## src/rtl/btn_debounce_multi.sv

```systemverilog
// N-channel push-button conditioner: two-flop synchroniser, counter stability filter,
// debounced level, single-cycle press/release strobes and optional hold-to-repeat strobes.
module btn_debounce_multi #(
   parameter int CHANNELS    = 5,
   parameter int STABLE_CNT  = 4,
   parameter int ACTIVE_LOW  = 0,
   parameter int REPEAT_EN   = 1,
   parameter int REPEAT_DLY  = 250,
   parameter int REPEAT_RATE = 50
) (
   input  logic                slow_clk,
   input  logic                reset_n,
   input  logic [CHANNELS-1:0] btn_raw,
   output logic [CHANNELS-1:0] level,
   output logic [CHANNELS-1:0] press,
   output logic [CHANNELS-1:0] release_pulse,
   output logic [CHANNELS-1:0] rpt,
   output logic                any_press
);

   localparam int CW = $clog2(STABLE_CNT + 1);
   localparam logic [CW-1:0] CNT_LAST = CW'(STABLE_CNT - 1);

   localparam int RMAX = (REPEAT_DLY > REPEAT_RATE) ? REPEAT_DLY : REPEAT_RATE;
   localparam int RW   = $clog2(RMAX + 1);
   localparam logic [RW-1:0] DLY_LAST  = RW'(REPEAT_DLY - 1);
   localparam logic [RW-1:0] RATE_LAST = RW'(REPEAT_RATE - 1);

   localparam logic [CHANNELS-1:0] POL_MASK = (ACTIVE_LOW != 0) ? '1 : '0;

   typedef enum logic [1:0] {R_IDLE, R_DELAY, R_REPEAT} rstate_t;

   logic [CHANNELS-1:0] s1_reg;
   logic [CHANNELS-1:0] s2_reg;
   logic [CHANNELS-1:0] press_next;
   logic                any_press_reg;

   // Polarity is normalised before the synchroniser so everything downstream is 1 = pressed.
   always_ff @(posedge slow_clk or negedge reset_n) begin
      if (!reset_n) begin
         s1_reg        <= '0;
         s2_reg        <= '0;
         any_press_reg <= 1'b0;
      end else begin
         s1_reg        <= btn_raw ^ POL_MASK;
         s2_reg        <= s1_reg;
         any_press_reg <= |press_next;
      end
   end

   assign any_press = any_press_reg;

   generate
      for (genvar gi = 0; gi < CHANNELS; gi++) begin : g_chan
         logic [CW-1:0] cnt_reg;
         logic          level_reg;
         logic          press_reg;
         logic          release_reg;
         logic          accept;
         logic          rise;
         logic          fall;

         // The sample that completes a full run of mismatches flips the level this edge.
         assign accept = (s2_reg[gi] != level_reg) && (cnt_reg == CNT_LAST);
         assign rise   = accept & s2_reg[gi];
         assign fall   = accept & ~s2_reg[gi];
         assign press_next[gi] = rise;

         always_ff @(posedge slow_clk or negedge reset_n) begin
            if (!reset_n) begin
               cnt_reg     <= '0;
               level_reg   <= 1'b0;
               press_reg   <= 1'b0;
               release_reg <= 1'b0;
            end else begin
               press_reg   <= rise;
               release_reg <= fall;
               if (s2_reg[gi] == level_reg) begin
                  cnt_reg <= '0;
               end else if (accept) begin
                  level_reg <= s2_reg[gi];
                  cnt_reg   <= '0;
               end else begin
                  cnt_reg <= cnt_reg + CW'(1);
               end
            end
         end

         assign level[gi]         = level_reg;
         assign press[gi]         = press_reg;
         assign release_pulse[gi] = release_reg;

         if (REPEAT_EN != 0) begin : g_rpt
            rstate_t       state_reg;
            logic [RW-1:0] rcnt_reg;
            logic          rpt_reg;

            // A release seen this edge overrides any repeat pulse that would have fired.
            always_ff @(posedge slow_clk or negedge reset_n) begin
               if (!reset_n) begin
                  state_reg <= R_IDLE;
                  rcnt_reg  <= '0;
                  rpt_reg   <= 1'b0;
               end else begin
                  rpt_reg <= 1'b0;
                  if (fall) begin
                     state_reg <= R_IDLE;
                     rcnt_reg  <= '0;
                  end else begin
                     case (state_reg)
                        R_IDLE: begin
                           if (rise) begin
                              state_reg <= R_DELAY;
                              rcnt_reg  <= '0;
                           end
                        end
                        R_DELAY: begin
                           if (rcnt_reg == DLY_LAST) begin
                              rpt_reg   <= 1'b1;
                              rcnt_reg  <= '0;
                              state_reg <= R_REPEAT;
                           end else begin
                              rcnt_reg <= rcnt_reg + RW'(1);
                           end
                        end
                        R_REPEAT: begin
                           if (rcnt_reg == RATE_LAST) begin
                              rpt_reg  <= 1'b1;
                              rcnt_reg <= '0;
                           end else begin
                              rcnt_reg <= rcnt_reg + RW'(1);
                           end
                        end
                        default: begin
                           state_reg <= R_IDLE;
                           rcnt_reg  <= '0;
                        end
                     endcase
                  end
               end
            end

            assign rpt[gi] = rpt_reg;
         end else begin : g_norpt
            assign rpt[gi] = 1'b0;
         end
      end
   endgenerate

endmodule

```

## config.mk

```make
export PLATFORM = sky130hd
export DESIGN_NAME = btn_debounce_multi
export DESIGN_NICKNAME = d
export VERILOG_FILES = /design/src/rtl/btn_debounce_multi.sv
export SDC_FILE = /design/constraint.sdc
export NUM_CORES = 1
export LEC_CHECK = 0
export ABC_AREA = 0
export ABC_CLOCK_PERIOD_IN_PS = 3600
export CAP_MARGIN = 20
export CELL_PAD_IN_SITES_DETAIL_PLACEMENT = 0
export CELL_PAD_IN_SITES_GLOBAL_PLACEMENT = 1
export CORE_ASPECT_RATIO = 1.4
export CORE_MARGIN = 2
export CORE_UTILIZATION = 40
export DETAILED_ROUTE_END_ITERATION = 6
export GPL_ROUTABILITY_DRIVEN = 0
export GPL_TIMING_DRIVEN = 0
export PLACE_DENSITY = 0.68
export SLEW_MARGIN = 5
export SYNTH_ARGS = -nofsm -noshare
export SYNTH_HDL_FRONTEND = slang
export SYNTH_SLANG_ARGS = --single-unit
export TNS_END_PERCENT = 10
```

## constraint.sdc

```tcl
create_clock -name slow_clk -period 3.6 [get_ports slow_clk]
set_input_delay 0.72 -clock slow_clk [delete_from_list [all_inputs] [get_ports slow_clk]]
set_output_delay 0.72 -clock slow_clk [all_outputs]
set_load 0.01 [all_outputs]
```

Yosys cells after proc, flatten, opt, wreduce, memory -nomap -nowiden

Cells that the tools add are included.

Reduce and logical (&&, ||, !) cells: 21
Bitwise logic cells: 20
Add/subtract/negate cells: 10
Multiplexer cells: 75
Equal/unequal tests: 50

Operators by type and width:

| kind                  | number |
|---|---|
| $mux W8               | 20 |
| $pmux W8 S3           | 5 |
| $add A8 B1 Y8 const B | 5 |
| $eq A8 B6 Y1 const B  | 5 |
| $eq A8 B8 Y1 const B  | 5 |
| $mux W2               | 15 |
| $mux W3               | 10 |
| $ne A3 B3 Y1 const B  | 10 |
| $pmux W2 S3           | 5 |
| $add A3 B1 Y3 const B | 5 |
| $eq A3 B2 Y1 const B  | 5 |
| $mux W1               | 15 |
| $reduce_and A3 Y1     | 5 |
| $and A1 B1 Y1         | 10 |
| $eq A2 B1 Y1 const B  | 5 |
| $eq A2 B2 Y1 const B  | 5 |
| $logic_not A2 Y1      | 5 |
| $ne A2 B2 Y1 const B  | 5 |
| $not A1 Y1            | 10 |
| $pmux W1 S2           | 5 |
| $reduce_and A2 Y1     | 5 |
| $eq A1 B1 Y1          | 5 |
| $logic_and A1 B1 Y1   | 5 |
| $ne A1 B1 Y1          | 5 |
| $reduce_or A5 Y1      | 1 |

Output and inout bits: 21
Bits of input ports: 7
Register bits: 96
Word-level logic and storage cells: 214

Longest topological paths before layout

Gate-level depths: netlist (run 1).

Depth in word-level cells: 6
Depth in mapped cells: 7
Mapped depth without buffers: 7

Worst setup path after synthesis (run 1)

Ideal clock, no wire load.

Kind: register to register
From: register g_chan[2].cnt_reg[0]
To: register g_chan[2].g_rpt.rcnt_reg[2]
Arrival time: 1657 ps
Buffers on the path: 0
Setup slack: 1817 ps
Library setup time: 126 ps
Period minus slack after synthesis: 1783 ps
Data required time: 3474 ps
Cell stages (with the launch flop): 6
Cells stage by stage: dfrtp_1 ha_1 or4bb_1 nand2_2 a211oi_2 a311o_1

Word-level cells in the longest chain between the ends: 4
Elaborated cells between the ends (all ways): 6
Classes of those cells: 2 x eq/ne; 1 x mux; 2 x bitwise; 1 x reduce/logical

RTL lines:

| element                                           | line   | text |
|---|---|---|
| start, declared                                   | 55     | `logic [CW-1:0] cnt_reg;` |
| start signal, assigned                            | 84     | `cnt_reg <= cnt_reg + CW'(1);` |
| $eq A3 B2 Y1 *                                    | 64     | `assign accept = (s2_reg[gi] != level_reg) && (cnt_reg == CNT_LAST);` |
| $logic_and A1 B1 Y1 *                             | 64     |  |
| $and A1 B1 Y1, on equally long branches           | 65, 66 |  |
| $ne A3 B3 Y1 (no line) or $mux W8 (tied branches) | --     |  |
| end signal, assigned                              | 123    | `rcnt_reg <= rcnt_reg + RW'(1);` |
| end signal, assigned                              | 131    | `rcnt_reg <= rcnt_reg + RW'(1);` |
| end, declared                                     | 95     | `logic [RW-1:0] rcnt_reg;` |

Every way passes the cells marked *; elsewhere a longest branch is shown, timed or not.
A chain may end at the register's enable or synchronous reset.

Worst setup path after layout (run 1)

From: register g_chan[4].level_reg
To: output level[4]

RTL lines:

| element                | line | text |
|---|---|---|
| start, declared        | 56   | `logic level_reg;` |
| start signal, assigned | 81   | `level_reg <= s2_reg[gi];` |
| end, declared          | 14   | `output logic [CHANNELS-1:0] level,` |

No word-level cell between the ends.

==> summary.md, run 1 <==
| Metric | Value |
|---|---|
| Smallest setup slack after layout | 1.441 ns |
| Per-cell via count in the routed design | 5.590 |
| Global route overflow | 0 |
| Period Utilization, post-route | 59.98% |
| Library cells used by synthesis | 62 |
| Die H | 139.3 um |
| Die area | 14010 um2 |
| WL per Instance | approximately 15 um |
| Total of buffers placed on input and output ports | 27 |
| # IOs | 28 |
| FF+latch area | 2402 um2 |
| Fill cell total of the finished layout | roughly 1200 |
| Count of yosys warnings during synthesis | 0 |
| Largest fanout of any net on the critical path | 5 |
| Worst setup skew after layout | 0.01100 ns |
| Post-route antenna net violation count | 0 |
| Depth of the CTS H-tree | 3 |
| Leak Pwr | roughly 2.6 nW |
| Syn-to-layout area delta | 15.17% |
| CTS tree | done |
| Vias in the first global route | roughly 4000 |
| CP cell instances | buf_4 > clkdlybuf4s50_1 |
| Worst reg2reg setup slack | about 1.5 ns |
| Number of hold violations in the final report | 0 |
| Register clock-pin slew on the reported worst setup and hold paths | 0.07 ns |
| Slew at the pin closest to its max-slew limit | 0.6919 ns |
| Effective utilization at floorplan | between 40% and 50% |
| Flip-flop and latch count after synthesis | 96 |
| Post_cts resized | 0 |
| Antenna diode count | 0 |
| Signal arrival time at the worst endpoint | 1.44 ns |
| Antenna violations before repair | 0 |
| Total CTS buffers | 9 |
| Number of core rows | 49 |
| Area of combinational cells with multiple inputs | 2507 um2 |
| Total number of nets in the final design | 586 |
| Dominant synthesized flop cell | dfrtp_1 |
| IR Drop Worst-Case VDD | 0.0002875 V |
| CORE AREA | 12810 um2 |
| Worst slew slack as a fraction of its limit | between 50% and 60% |
| Critical path required time | about 2.9 ns |
| Period minus WS final | approximately 2.2 ns |
| Worst setup slack after placement | 1.552 ns |
| Clock insertion delay at the later pin of the skew report | 0.35 ns |
| Master of the slowest instance on the critical path | clkdlybuf4s50_1 |
| Max reg flops | 40 |
| Sequential-to-total area share from yosys stat | 45.96% |
| Area fraction of the dominant cell type after synthesis | between 40% and 50% |
| Top cell type by total area after synthesis | dfrtp_1 |
| Syn Inst Count | 506 |
| Post-layout total power | around 0.004 W |
| Post-synth EDFFs | 0 |
| Hold crit path type | reg2reg |
| Pwr/cell area | 663.3 nW/um2 |
| Max-slew violation count | 0 |
| Setup violation total in the final timing report | 0 |
| HPWL after detailed placement | 7.403 mm |
| Chip width | about 100 um |
| Aggregate global-route resource usage | 15.78% |
| Vias | 3930 |
| Worst Path Class, Setup | reg2out |
| DRC marker count from the first detailed-route iteration | 148 |
| Top cell family by delay on the critical path | buffers and inverters |
| Outcome | finished clean |
| First-pass GRT wire length | between 15 and 20 mm |
| Hold_buf cts | 0 |
| Achievable clock frequency | 0.4631 GHz |
| Number of search-and-repair iterations in the first detailed-routing pass | 4 |
| Final routed wirelength across all metal layers | 10.31 mm |
| Main area contributors after synthesis | dfrtp_1 46%, ha_1 8.1%, nand2_1 3.7% |
| Maximum number of pins on one net before global-route repair | 52 |
| Type of element launching the critical path | flop |
| Number of clock sinks seen by CTS | 96 |
| Share of post-route cells with drive strength above 1 | 12.00% |
| Drt drc | 0 |
| Post-CTS Setup Repair Bufs | 0 |
| Synthesized area per cell | 10.33 um2 |
| Setup TNS | 0 ns |
| Max-cap violations | 0 |
| Number of nets produced by synthesis | around 550 |
| Buffer cell driving the clock tree root | clkbuf_16 |
| Area of the mapped netlist | 5228 um2 |
| Worst-case clock buffer depth | 2 |
| RSZ-0062 raised after global routing | false |
| Sum of buffers and inverters on the critical path | 2 |
| Crit path capture type | primary output |
| Async set or reset register ratio after synthesis | 100.0% |
| Crit-path max cell delay | ~0.52 ns |
[final timing paths]
check	startpoint	end	cells past startpoint
max reg2reg	g_chan[1].cnt_reg[0]$_DFF_PN0_	g_chan[1].g_rpt.rcnt_reg[2]$_DFFE_PN0P_	7
min in group asynchronous	reset_n	g_chan[4].g_rpt.rcnt_reg[7]$_DFFE_PN0P_	1
min reg2reg	s1_reg[2]$_DFF_PN0_	s2_reg[2]$_DFF_PN0_	0
min	s1_reg[2]$_DFF_PN0_	s2_reg[2]$_DFF_PN0_	0
max	g_chan[4].level_reg$_DFFE_PN0P_	level[4]	2
max in group asynchronous	reset_n	g_chan[1].g_rpt.rcnt_reg[4]$_DFFE_PN0P_	2
[kinds of logic (layout without fill, tap and decap cells)]
| kind of cell | Yosys count | in the layout | share of synthesized area [%] |
|---|---|---|---|
| xor gates and xnor gates | 5 | 5 | 0.8377 |
| AOI/OAI and AO/OA | 126 | 126 | 19.15 |
| DFF | 96 | 96 | 45.95 |
| adders and majority gates | 34 | 34 | 8.138 |
| and+or+nand+nor | 176 | 176 | 18.79 |
| buffers and inverters | 64 | 108 | 6.079 |
| muxes | 5 | 5 | 1.053 |
[cell type report]
cell class	instances	area share [%]
plain buffers	27	2.972
flip-flops and latches	96	39.90
clock buffers	10	3.969
multi-input cells	346	41.65
well taps	153	3.180
inverters	37	2.307
clock inverters	6	1.122
repair buffers	28	4.904
[layer usage]
| layer | wire length, um | global-route usage [%] | up-vias |
|---|---|---|---|
| met5 | 0 | 0 | - |
| met4 | 194 | 6.489 | 0 |
| met3 | 241 | 2.963 | 13 |
| met2 | 5133 | 26.18 | 58 |
| met1 | 4740 | 20.02 | 1922 |
| li1 | - | - | 1937 |
[where the power goes]
part           internal (W)  switching, W
clock              0.000560      0.000421
combinational      0.000628      0.000976
sequential          0.00126      0.000150
total               0.00245       0.00155
[metrics by stage]
| stage | instances | util, % | hold WS, ns | cell area (um2) |
|---|---|---|---|---|
| 6_report | 703 | 46.99 | 0.3526 | 6021 |
| 5_1_grt | 703 | 46.99 | 0.3622 | 6021 |
| 4_1_cts | 703 | 46.99 | 0.3555 | 6021 |
| 3_5_place_dp | 687 | 44.60 | 0.3370 | 5714 |
| 3_3_place_gp | 686 | 44.40 | 0.3390 | 5689 |
| 2_1_floorplan | 506 | - | 0.3312 | 5228 |
[worst reg2reg max path, delay by kind of cell (launching register included)]
| kind | cells | cell delay [ns] |
|---|---|---|
| simple gates | 3 | 0.58 |
| buf+inv | 1 | 0.10 |
| fa+ha+maj | 1 | 0.23 |
| compound gates | 2 | 0.66 |
| flops | 1 | 0.38 |
[Yosys cell counts (8+ instances only)]
cell type  instances
inv_1             37
nor2_1            13
nand3_1           21
a211oi_1           9
o21ai_0           18
ha_1              34
nand2_1           52
a2111oi_0          8
nor3_1            16
dfrtp_1           96
buf_4             20
o21a_1            10
nor3b_1           13
[layout by cell type (no fill, tap or decap), drive strengths merged, types with 7 or more instances in the layout]
cell,count
buf,24
inv,38
nand2,53
or3,7
nor3,16
nor2b,7
a21oi,9
o21a,10
nand3,21
o22ai,7
a31oi,7
dfrtp,96
clkbuf,15
a221o,8
clkdlybuf4s50,26
ha,34
nor2,13
o21ai,21
nor3b,13
a211oi,13
a2111oi,8
Power figures use the tool's default switching activity.
==> inputs of run 2 (changes only) <==
Settings changed: ABC_CLOCK_PERIOD_IN_PS 3600 to 2000.
Clock period 3.6 ns to 2 ns, I/O delays scaled along.
==> run 2 against run 1 <==
Against the previous run:
- clock-buffer cell count did not move
- largest cell class unchanged
- setup slack got worse by 1.4 ns
- via count rose by 0.79%
- non-clock buffer count rose by 7
- worst hold slack got worse by 0.26 ns
- die area did not move
- register-to-register slack got worse by 1.5 ns
- total power rose by 85%
- sequential share of layout area fell by 0.75 points
- routed wire length rose by 1.6%
==> summary.md, run 2 (synthesized netlist as in run 1, its figures left out) <==
| Metric | Value |
|---|---|
| Reg-to-reg endpoint | g_chan[1].g_rpt.rcnt_reg[2]$_DFFE_PN0P_ |
| Setup crit start | g_chan[1].cnt_reg[0]$_DFF_PN0_ |
| Largest fanout of any net on the critical path | 6 |
| Detailed-route wire length on metal 1 | 4.844 mm |
| Top layer used by detailed routing | met4 |
| # placed instances | 687 |
| Maximum number of pins on one net before global-route repair | 52 |
| RSZ-0062 raised after global routing | true |
| Part of the total power dissipated in the clock network | 23.9% |
| Number of clock sinks seen by CTS | 96 |
| Master of the slowest instance on the critical path | dfrtp_1 |
| Logic gate share of total power | 41.8% |
| Hold crit path type | in2async |
| Vias in the first global route | 3939 |
| Hold_buf cts | 0 |
| Most frequent standard cell in the layout excluding fill and tap cells | dfrtp_1 |
| Total of buffers placed on input and output ports | 27 |
| CORE AREA | 12810 um2 |
| Clock insertion delay at the later pin of the skew report | 0.34 ns |
| Per-cell via count in the routed design | 5.579 |
| Worst-case clock buffer depth | 2 |
| Achievable clock frequency | just over 0.5 GHz |
| Leak Pwr | 2.644 nW |
| Buffer cell driving the clock tree root | clkbuf_16 |
| Outcome | finished clean |
| Depth of the CTS H-tree | 3 |
| CTS tree | done |
| Post-route antenna net violation count | 0 |
| Internal power of the cells | 0.004521 W |
| Most frequent cells in the layout | 96 x dfrtp_1, 51 x nand2_1, 37 x inv_1 |
| Die area | 14010 um2 |
| Max reg flops | 40 |
| Type of element launching the critical path | flop |
| Max-cap violations | 0 |
| Global route overflow | 0 |
| Worst reg2reg setup slack | 0.01 ns |
| Final routed wirelength across all metal layers | 10.48 mm |
| Number of search-and-repair iterations in the first detailed-routing pass | 4 |
| Aggregate global-route resource usage | 15.86% |
| First-pass GRT wire length | between 15 and 20 mm |
| Crit path capture type | flop |
| Worst setup skew after layout | roughly 0.01 ns |
| IR Drop Worst-Case VDD | 0.0005201 V |
| Switching power | 0.002860 W |
| Period Utilization, post-route | between 90% and 100% |
| Crit-path max cell delay | 0.38 ns |
| Net switching share of the total power | between 30% and 40% |
| Antenna violations before repair | 0 |
| DRC marker count from the first detailed-route iteration | 152 |
| Worst Path Class, Setup | reg2reg |
| Critical path required time | ~2.2 ns |
| Met3 routed WL | 243 um |
| Vias | 3961 |
| Total CTS buffers | 9 |
| Signal arrival time at the worst endpoint | 2.22 ns |
| Slew at the pin closest to its max-slew limit | between 0.6 and 0.7 ns |
| Worst slew slack as a fraction of its limit | ~53% |
| Register clock-pin slew on the reported worst setup and hold paths | 0.07 ns |
| Share of post-route cells with drive strength above 1 | between 10% and 20% |
| FF-to-FF path depth | 7 |
| Syn-to-layout area delta | 17.38% |
| Final standard cell count with taps included and fillers excluded | 710 |
| Register share of total power | 34.3% |
| Worst R2R Start | g_chan[1].cnt_reg[0]$_DFF_PN0_ |
| HPWL after detailed placement | ~7.4 mm |
| Routed length on met2 | approximately 5.2 mm |
| CP cell instances | ha_1 > nor2b_1 > nand3b_1 > inv_1 > a211oi_4 > nand3_1 > o311ai_1 |
| Total number of nets in the final design | 593 |
| Number of core rows | 49 |
| Antenna diode count | 0 |
| WL per Instance | 14.76 um |
| Drt drc | 0 |
| End point of the critical path | g_chan[1].g_rpt.rcnt_reg[2]$_DFFE_PN0P_ |
| Effective utilization at floorplan | 40.80% |
| Layout Utilization | 47.89% |
| Max-slew violation count | 0 |
| # IOs | 28 |
| Setup violation total in the final timing report | 0 |
| Die H | 139.3 um |
| Period minus WS final | 1.986 ns |
| Pwr/cell area | between 1000 and 1500 nW/um2 |
| Number of hold violations in the final report | 0 |
| Chip width | approximately 100 um |
-- run 2: changes by cell type in the layout (fill, tap and decap cells not counted), moves of 2 or more --
cell / change
nor4b_1: -2
nor4b_2: +2
buf_4: +7
a211oi_4: +2
a211oi_1: -2
-- run 2: layout make-up --
class | count | area, um2
clock inverters | 6 | 67.56
multi-input cells | 346 | 2569
clock buffers | 10 | 239.0
repair buffers | 35 | 347.8
well taps | 153 | 191.4
plain buffers | 27 | 180.2
flip-flops and latches | 96 | 2402
fillers | 1213 | 6678
inverters | 37 | 138.9
-- run 2: critical path: cells and delay by family (launching register included) --
family / cells / cell delay [ns]
DFF: 1 / 0.38
adders and majority gates: 1 / 0.22
and+or+nand+nor: 3 / 0.56
AOI/OAI and AO/OA: 2 / 0.59
buffers and inverters: 1 / 0.12
-- run 2: worst min-delay path by stage --
stage	start	end
2_1_floorplan	reset_n	any_press$_DFF_PN0_
3_3_place_gp	s1_reg[1]$_DFF_PN0_	s2_reg[1]$_DFF_PN0_
3_5_place_dp	s1_reg[1]$_DFF_PN0_	s2_reg[1]$_DFF_PN0_
4_1_cts	reset_n	g_chan[4].g_rpt.rcnt_reg[7]$_DFFE_PN0P_
5_1_grt	reset_n	g_chan[4].g_rpt.rcnt_reg[7]$_DFFE_PN0P_
6_report	reset_n	g_chan[4].g_rpt.rcnt_reg[7]$_DFFE_PN0P_
-- run 2: per-stage QoR --
step / setup TNS (ns) / power [W] / instance area (um2) / worst slack, ns / hold WS [ns]
3_3_place_gp: -307.12 / 0.005410 / 5689 / -3.210 / 0.3390
6_report: 0 / 0.007381 / 6136 / 0.01429 / 0.09371
5_1_grt: -1.359 / 0.007965 / 6136 / -0.1715 / 0.1464
4_1_cts: -0.01301 / 0.007342 / 6051 / -0.008163 / 0.1157
3_5_place_dp: -0.1034 / 0.005479 / 5714 / -0.04824 / 0.3370
2_1_floorplan: 0 / 0.004633 / 5228 / 0.2170 / 0.1044
-- run 2: metal layers --
layer	GRT usage, %	vias up
li1	-	1946
met5	0	-
met1	20.12	1939
met3	3.014	15
met2	26.25	61
met4	6.633	0
-- run 2: what timing repair did --
action | 4_1_cts | 5_1_grt
setup buffers | 3 | 4
setup endpoints to repair | 8 | 43
pin swaps | 1 | 2
gates resized for setup | 1 | 14
-- run 2: power groups by stage --
stage / registers, W / logic [W] / clock network (W)
2_1_floorplan: 0.00251 / 0.00213 / 0
3_3_place_gp: 0.00255 / 0.00286 / 0
3_5_place_dp: 0.00257 / 0.00291 / 0
4_1_cts: 0.00254 / 0.00297 / 0.00183
5_1_grt: 0.00259 / 0.00347 / 0.00191
6_report: 0.00254 / 0.00308 / 0.00176
